$ cat config.mk
export PLATFORM = sky130hd
export DESIGN_NAME = seg_scan_decoder
export DESIGN_NICKNAME = d
export VERILOG_FILES = /design/src/rtl/seg_scan_pkg.sv /design/src/rtl/seg_pattern_decode.sv /design/src/rtl/seg_scan_decoder.sv
export SDC_FILE = /design/constraint.sdc
export NUM_CORES = 1
export LEC_CHECK = 0
export BUFFER_PORTS_ARGS = -buffer_cell sky130_fd_sc_hd__buf_2
export CAP_MARGIN = 10
export CORE_MARGIN = 2
export CORE_UTILIZATION = 60
export DETAILED_ROUTE_END_ITERATION = 10
export GPL_ROUTABILITY_DRIVEN = 0
export PLACE_DENSITY = 0.81
export SLEW_MARGIN = 20
export SYNTH_ARGS = -nofsm -noshare
export SYNTH_HDL_FRONTEND = slang
export SYNTH_SLANG_ARGS = --single-unit
$ cat constraint.sdc
create_clock -name clk -period 7.45 [get_ports clk]
set_input_delay 0.745 -clock clk [delete_from_list [all_inputs] [get_ports clk]]
set_output_delay 0.745 -clock clk [all_outputs]
set_load 0.005 [all_outputs]
$ cat src/rtl/seg_scan_pkg.sv
// Shared types and constants for the seven-segment scan decoder.
// Holds the FSM state enum, the hex segment table and anode helper functions.
package seg_scan_pkg;

  typedef enum logic [1:0] {
    IDLE    = 2'd0,
    COLLECT = 2'd1,
    PUBLISH = 2'd2
  } state_t;

  localparam logic [3:0] AN_NONE = 4'hF;

  // Active-high gfedcba patterns for hex digits 0..F.
  localparam logic [6:0] SEG_PAT [16] = '{
    7'h3F, 7'h06, 7'h5B, 7'h4F, 7'h66, 7'h6D, 7'h7D, 7'h07,
    7'h7F, 7'h6F, 7'h77, 7'h7C, 7'h39, 7'h5E, 7'h79, 7'h71
  };

  function automatic logic an_onehot_low(input logic [3:0] an);
    logic [3:0] sel;
    sel = ~an;
    return (sel != 4'd0) && ((sel & (sel - 4'd1)) == 4'd0);
  endfunction

  function automatic logic [1:0] an_index(input logic [3:0] an);
    logic [1:0] idx;
    case (an)
      4'b1101: idx = 2'd1;
      4'b1011: idx = 2'd2;
      4'b0111: idx = 2'd3;
      default: idx = 2'd0;
    endcase
    return idx;
  endfunction

endpackage

$ cat src/rtl/seg_pattern_decode.sv
// Combinational decode of an active-high gfedcba pattern to a hex nibble.
// All-off decodes as a legal blank digit; unknown patterns are illegal.
module seg_pattern_decode
  import seg_scan_pkg::*;
(
  input  logic [6:0] pat,
  output logic [3:0] nibble,
  output logic       legal,
  output logic       blank
);

  always_comb begin
    nibble = 4'd0;
    blank  = (pat == 7'h00);
    legal  = (pat == 7'h00);
    for (int i = 0; i < 16; i++) begin
      if (pat == SEG_PAT[i]) begin
        nibble = 4'(i);
        legal  = 1'b1;
      end
    end
  end

endmodule

$ cat src/rtl/seg_scan_decoder.sv
// Recovers 4-digit frames from a scanned, active-low an/seg display bus.
// Define SEG_SCAN_SYNC_EN to add a two-flop input synchronizer (2 cycles latency).
module seg_scan_decoder
  import seg_scan_pkg::*;
#(
  parameter int STABLE_CYCLES  = 4,
  parameter int TIMEOUT_CYCLES = 1024
) (
  input  logic        clk,
  input  logic        rst,
  input  logic [3:0]  an,
  input  logic [7:0]  seg,
  input  logic        clr,
  output logic [15:0] digits,
  output logic [3:0]  dp,
  output logic [3:0]  blank,
  output logic        frame_valid,
  output logic        err,
  output logic        stale,
  output state_t      fsm_state
);

  localparam int CW = (STABLE_CYCLES > 2) ? $clog2(STABLE_CYCLES) : 1;
  localparam int TW = $clog2(TIMEOUT_CYCLES + 1);
  localparam logic [CW-1:0] CNT_MAX = CW'(STABLE_CYCLES - 1);
  localparam logic [CW-1:0] CNT_PRE = CW'(STABLE_CYCLES - 2);
  localparam logic [TW-1:0] TMO_MAX = TW'(TIMEOUT_CYCLES);

  logic [11:0] smp;

`ifdef SEG_SCAN_SYNC_EN
  logic [11:0] sync1_q, sync2_q;
  always_ff @(posedge clk or negedge rst) begin
    if (!rst) begin
      sync1_q <= 12'hFFF;
      sync2_q <= 12'hFFF;
    end else begin
      sync1_q <= {an, seg};
      sync2_q <= sync1_q;
    end
  end
  assign smp = sync2_q;
`else
  assign smp = {an, seg};
`endif

  // Dwell filter: one capture when a stable value has been seen STABLE_CYCLES times.
  logic [11:0]   prev_d, prev_q;
  logic [CW-1:0] cnt_d, cnt_q;
  logic          capture;

  always_comb begin
    prev_d = smp;
    cnt_d  = cnt_q;
    if (smp != prev_q)        cnt_d = '0;
    else if (cnt_q != CNT_MAX) cnt_d = cnt_q + 1'b1;
  end

  assign capture = (smp == prev_q) && (cnt_q == CNT_PRE);

  logic [3:0] cap_an;
  logic [7:0] cap_seg;
  logic [6:0] cap_pat;
  logic [3:0] dec_nib;
  logic       dec_legal, dec_blank;
  logic       cap_digit, cap_bad_an, err_set;
  logic [1:0] idx;

  assign cap_an     = prev_q[11:8];
  assign cap_seg    = prev_q[7:0];
  assign cap_pat    = ~cap_seg[6:0];
  assign cap_digit  = capture && an_onehot_low(cap_an);
  assign cap_bad_an = capture && (cap_an != AN_NONE) && !an_onehot_low(cap_an);
  assign err_set    = cap_bad_an || (cap_digit && !dec_legal);
  assign idx        = an_index(cap_an);

  seg_pattern_decode u_decode (
    .pat    (cap_pat),
    .nibble (dec_nib),
    .legal  (dec_legal),
    .blank  (dec_blank)
  );

  state_t state_d, state_q;
  logic [3:0]  seen_d, seen_q, seen_upd;
  logic [15:0] sh_nib_d, sh_nib_q, digits_d, digits_q;
  logic [3:0]  sh_dp_d, sh_dp_q, sh_blank_d, sh_blank_q;
  logic [3:0]  dp_d, dp_q, blank_d, blank_q;
  logic        err_d, err_q;
  logic [TW-1:0] tmo_d, tmo_q;

  assign seen_upd = seen_q | (4'b0001 << idx);

  always_ff @(posedge clk or negedge rst) begin
    if (!rst) state_q <= IDLE;
    else      state_q <= state_d;
  end

  always_comb begin
    state_d = state_q;
    case (state_q)
      IDLE:    if (cap_digit && idx == 2'd0) state_d = COLLECT;
      COLLECT: if (cap_digit && seen_upd == 4'hF) state_d = PUBLISH;
      PUBLISH: state_d = COLLECT;
      default: state_d = IDLE;
    endcase
  end

  always_comb begin
    frame_valid = (state_q == PUBLISH);
    fsm_state   = state_q;
  end

  // Shadow digits fill during COLLECT; outputs load on the edge entering PUBLISH.
  always_comb begin
    seen_d     = seen_q;
    sh_nib_d   = sh_nib_q;
    sh_dp_d    = sh_dp_q;
    sh_blank_d = sh_blank_q;
    digits_d   = digits_q;
    dp_d       = dp_q;
    blank_d    = blank_q;
    if (cap_digit && (state_q != IDLE || idx == 2'd0)) begin
      sh_nib_d[{idx, 2'b00} +: 4] = dec_nib;
      sh_dp_d[idx]                = ~cap_seg[7];
      sh_blank_d[idx]             = dec_blank;
      seen_d                      = seen_upd;
    end
    if (state_d == PUBLISH) begin
      digits_d = sh_nib_d;
      dp_d     = sh_dp_d;
      blank_d  = sh_blank_d;
      seen_d   = 4'd0;
    end
    err_d = err_set ? 1'b1 : (clr ? 1'b0 : err_q);
    if (frame_valid)          tmo_d = '0;
    else if (tmo_q != TMO_MAX) tmo_d = tmo_q + 1'b1;
    else                      tmo_d = tmo_q;
  end

  always_ff @(posedge clk or negedge rst) begin
    if (!rst) begin
      prev_q     <= 12'hFFF;
      cnt_q      <= '0;
      seen_q     <= 4'd0;
      sh_nib_q   <= 16'd0;
      sh_dp_q    <= 4'd0;
      sh_blank_q <= 4'hF;
      digits_q   <= 16'd0;
      dp_q       <= 4'd0;
      blank_q    <= 4'hF;
      err_q      <= 1'b0;
      tmo_q      <= '0;
    end else begin
      prev_q     <= prev_d;
      cnt_q      <= cnt_d;
      seen_q     <= seen_d;
      sh_nib_q   <= sh_nib_d;
      sh_dp_q    <= sh_dp_d;
      sh_blank_q <= sh_blank_d;
      digits_q   <= digits_d;
      dp_q       <= dp_d;
      blank_q    <= blank_d;
      err_q      <= err_d;
      tmo_q      <= tmo_d;
    end
  end

  assign digits = digits_q;
  assign dp     = dp_q;
  assign blank  = blank_q;
  assign err    = err_q;
  assign stale  = (tmo_q == TMO_MAX) && !frame_valid;

endmodule

==> impl_metrics.ini <==
[clock_network]
ctsHoldBuffers = 0
cts_made_buffers = 9
cts_tree = built
cts_buffer_depth = 2
htree_levels = 3
cts_root_buffer = clkbuf_8
clk_latency_ps = 360
cts.sinks = 80
ctsResizeCount = 0
post_cts_buffers = 0
clk_pin_slew_ps = 90

[floorplan]
die_width_um = 85.29
die_area_um2 = 7274
start_util_pct = 62.09
die_y_um = 85.29
std_cell_rows = 29
coreArea_um2 = 6386
io_pins = 44

[yosys]
yosys_register_bits = 80
avgSynthCellArea_um2 = 11.11
netlist_area_um2 = 3965
yosysSeqAreaShare_pct = 51.12
netlist_instances = 357
synth_fp_nets = 384
synthTopCellsByArea = dfrtp_1 (38%), dfstp_2 (13%), mux2_4 (5.7%)
ys_types = 50
ys.warnings.count = 0
synth_top_area_share_pct = 37.87
synth_top_area_cell = dfrtp_1

[cells_and_area]
antenna_cells = 0
nNetsFinal = 419
instances_no_fill = 474
area_growth_pct = 12.81
drive_gt1_share_pct = 27.20

[critical_path]
r2r_end = digits[15]
cp_max_fo = 23
path_class = reg2reg
worst_r2r_path_depth = 9
rr_startpoint = prev_q[9]
cp-start-kind = flop
arrival_ps = 3150
required_ps = 7700
rrSetupSlack_ps = 4550
setup.worst_path.end_class = flop

[sta]
final.setup.tns_ps = 0
final.period_utilization_pct = 38.91
drv_slew = 0
clock_skew_ps = 8.633
finalCriticalPeriod_ps = 2899
slew_headroom_pct = 41.01
finalHoldViolations = 0
setup_viol = 0
hold_ws_ps = 268.8
rsz0062_at_grt = no
worst_pin_slew_ps = 884.8
max_freq_ghz = 0.3449

[power]
power_density_nw_per_um2 = 207.5
ir_worst_vdd_uv = 127.8
leakage_nw = 2.137

[global_routing]
grt_pass1_wl_um = 13700
grt_pass1_vias = 2751
grt.total_usage_pct = 24.05
antenna_found_initial = 0
grt.overflow.total = 0
grt_max_degree = 81

[worst_hold_path]
hp-class = in2async

[run_status]
outcome = complete, no violations

[detailed_routing]
ant_nets = 0
avgRoutedWirePerCell_um = 16.66
via_count = 2796
vias_per_cell = 5.899
dr.pass1.iters = 4
wirelength_um = 7895
drc = 0
drtIter0Drc = 165

[placement]
dp_cells = 457
dp_hpwl_um = 5134
io_buffers = 43

[flow_run]
cap_violations = 0
==> kinds of logic (layout without fill, tap and decap cells) <==
logic type | Yosys count | after routing | synth area share (%)
compound gates | 59 | 59 | 9.656
xor+xnor | 24 | 24 | 5.302
fa+ha+maj | 13 | 13 | 4.039
buf+inv | 35 | 75 | 4.418
flops | 80 | 80 | 51.12
mux | 30 | 30 | 9.719
simple gates | 116 | 116 | 15.75
==> cell usage in the layout (no fill, tap or decap), types with 6 or more instances in the layout <==
master and count:
o2bb2ai_1 13, mux2_2 8, nand4_1 11, mux2_4 15, and3_1 6, o21ai_0 19, buf_2 42, inv_1 14
nand2_1 25, clkbuf_8 9, xnor2_1 9, ha_1 12, nand3_1 14, dfrtp_1 60, xor2_1 15, mux2i_1 7
nor2_1 32, a21oi_1 13, dfstp_2 20
==> worst max-delay path by stage <==
stage                          from          to  slack (ps)
after floorplan               an[2]   digits[0]        4800
after global routing      prev_q[0]       dp[3]        4420
after global placement        an[2]   digits[4]        4220
after detailed placement      an[2]       dp[3]        4130
final                     prev_q[9]  digits[15]        4550
after CTS                 prev_q[0]       dp[3]        4390
==> flip-flops by register name, summed over array words and instances, names as in the netlist <==
signal      flops
err             1
sh_dp_q         4
sh_blank_q      4
fsm_state       2
blank           4
seen_q          4
cnt_q           2
sh_nib_q       16
dp              4
prev_q         12
tmo_q          11
digits         16
==> worst max-delay path, stage by stage, from the launching register on <==
cell and delay [ps]:
dfstp_2 610, xor2_1 170, nand3_1 260, inv_1 260, ha_1 260, o22ai_1 110, nor2_1 190, and4b_1 210
buf_4 350, mux2_2 380
==> per-stage QoR <==
step                      total power [mW]  worst slack (ps)  utilization, %  cell area [um^2]
after detailed placement            0.5021              4130           65.20              4164
after global placement              0.5005              4219           65.20              4164
final                               0.9281              4551           70.04              4473
after global routing                0.9623              4418           70.04              4473
after floorplan                     0.4822              4796               -              3965
after CTS                           0.9349              4390           69.47              4437
==> power breakdown <==
| part | switching, mW | leakage [nW] | total (mW) | internal (mW) |
|---|---|---|---|---|
| Sequential | 0.0102 | 1.01 | 0.451 | 0.441 |
| Clock | 0.170 | 0.136 | 0.432 | 0.261 |
| Combinational | 0.0284 | 0.994 | 0.0458 | 0.0174 |
==> synth_stat cells (all sizes together) <==
| library cell | n |
|---|---|
| o31ai | 1 |
| a32oi | 1 |
| nand4 | 11 |
| o211ai | 2 |
| a41oi | 1 |
| dfstp | 20 |
| xnor2 | 9 |
| a21oi | 13 |
| and3b | 1 |
| or3b | 1 |
| dfrtp | 60 |
| nor4 | 4 |
| xor2 | 15 |
| o2bb2ai | 13 |
| a311oi | 1 |
| nor2b | 2 |
| nor3b | 1 |
| a21boi | 2 |
| mux2 | 23 |
| nand3 | 14 |
| and2 | 1 |
| inv | 14 |
| o22ai | 3 |
| clkbuf | 13 |
| a31oi | 1 |
| or3 | 3 |
| nor3 | 1 |
| o2111a | 1 |
| nand2 | 25 |
| o21ai | 19 |
| mux2i | 7 |
| or4b | 2 |
| nand4b | 3 |
| buf | 8 |
| nor2 | 32 |
| nand2b | 1 |
| and3 | 6 |
| and4 | 2 |
| ha | 12 |
| maj3 | 1 |
| nor4b | 4 |
| a211o | 1 |
| and4b | 2 |
==> layer usage <==
| layer | track usage (%) | routed length (um) | up-vias |
|---|---|---|---|
| met5 | 0 | 0 | - |
| met4 | 5.772 | 93 | 0 |
| met3 | 6.712 | 351 | 12 |
| met2 | 37.07 | 3727 | 74 |
| met1 | 34.20 | 3723 | 1377 |
| li1 | - | - | 1333 |
==> cell type report <==
| class | count | area [um^2] |
|---|---|---|
| well taps | 77 | 96.34 |
| flip-flops and latches | 80 | 2027 |
| clock inverters | 7 | 148.9 |
| repair buffers | 45 | 252.7 |
| clock buffers | 9 | 123.9 |
| fillers | 458 | 1913 |
| inverters | 14 | 52.55 |
| multi-input cells | 242 | 1772 |
(Power assumes the default switching activity.)
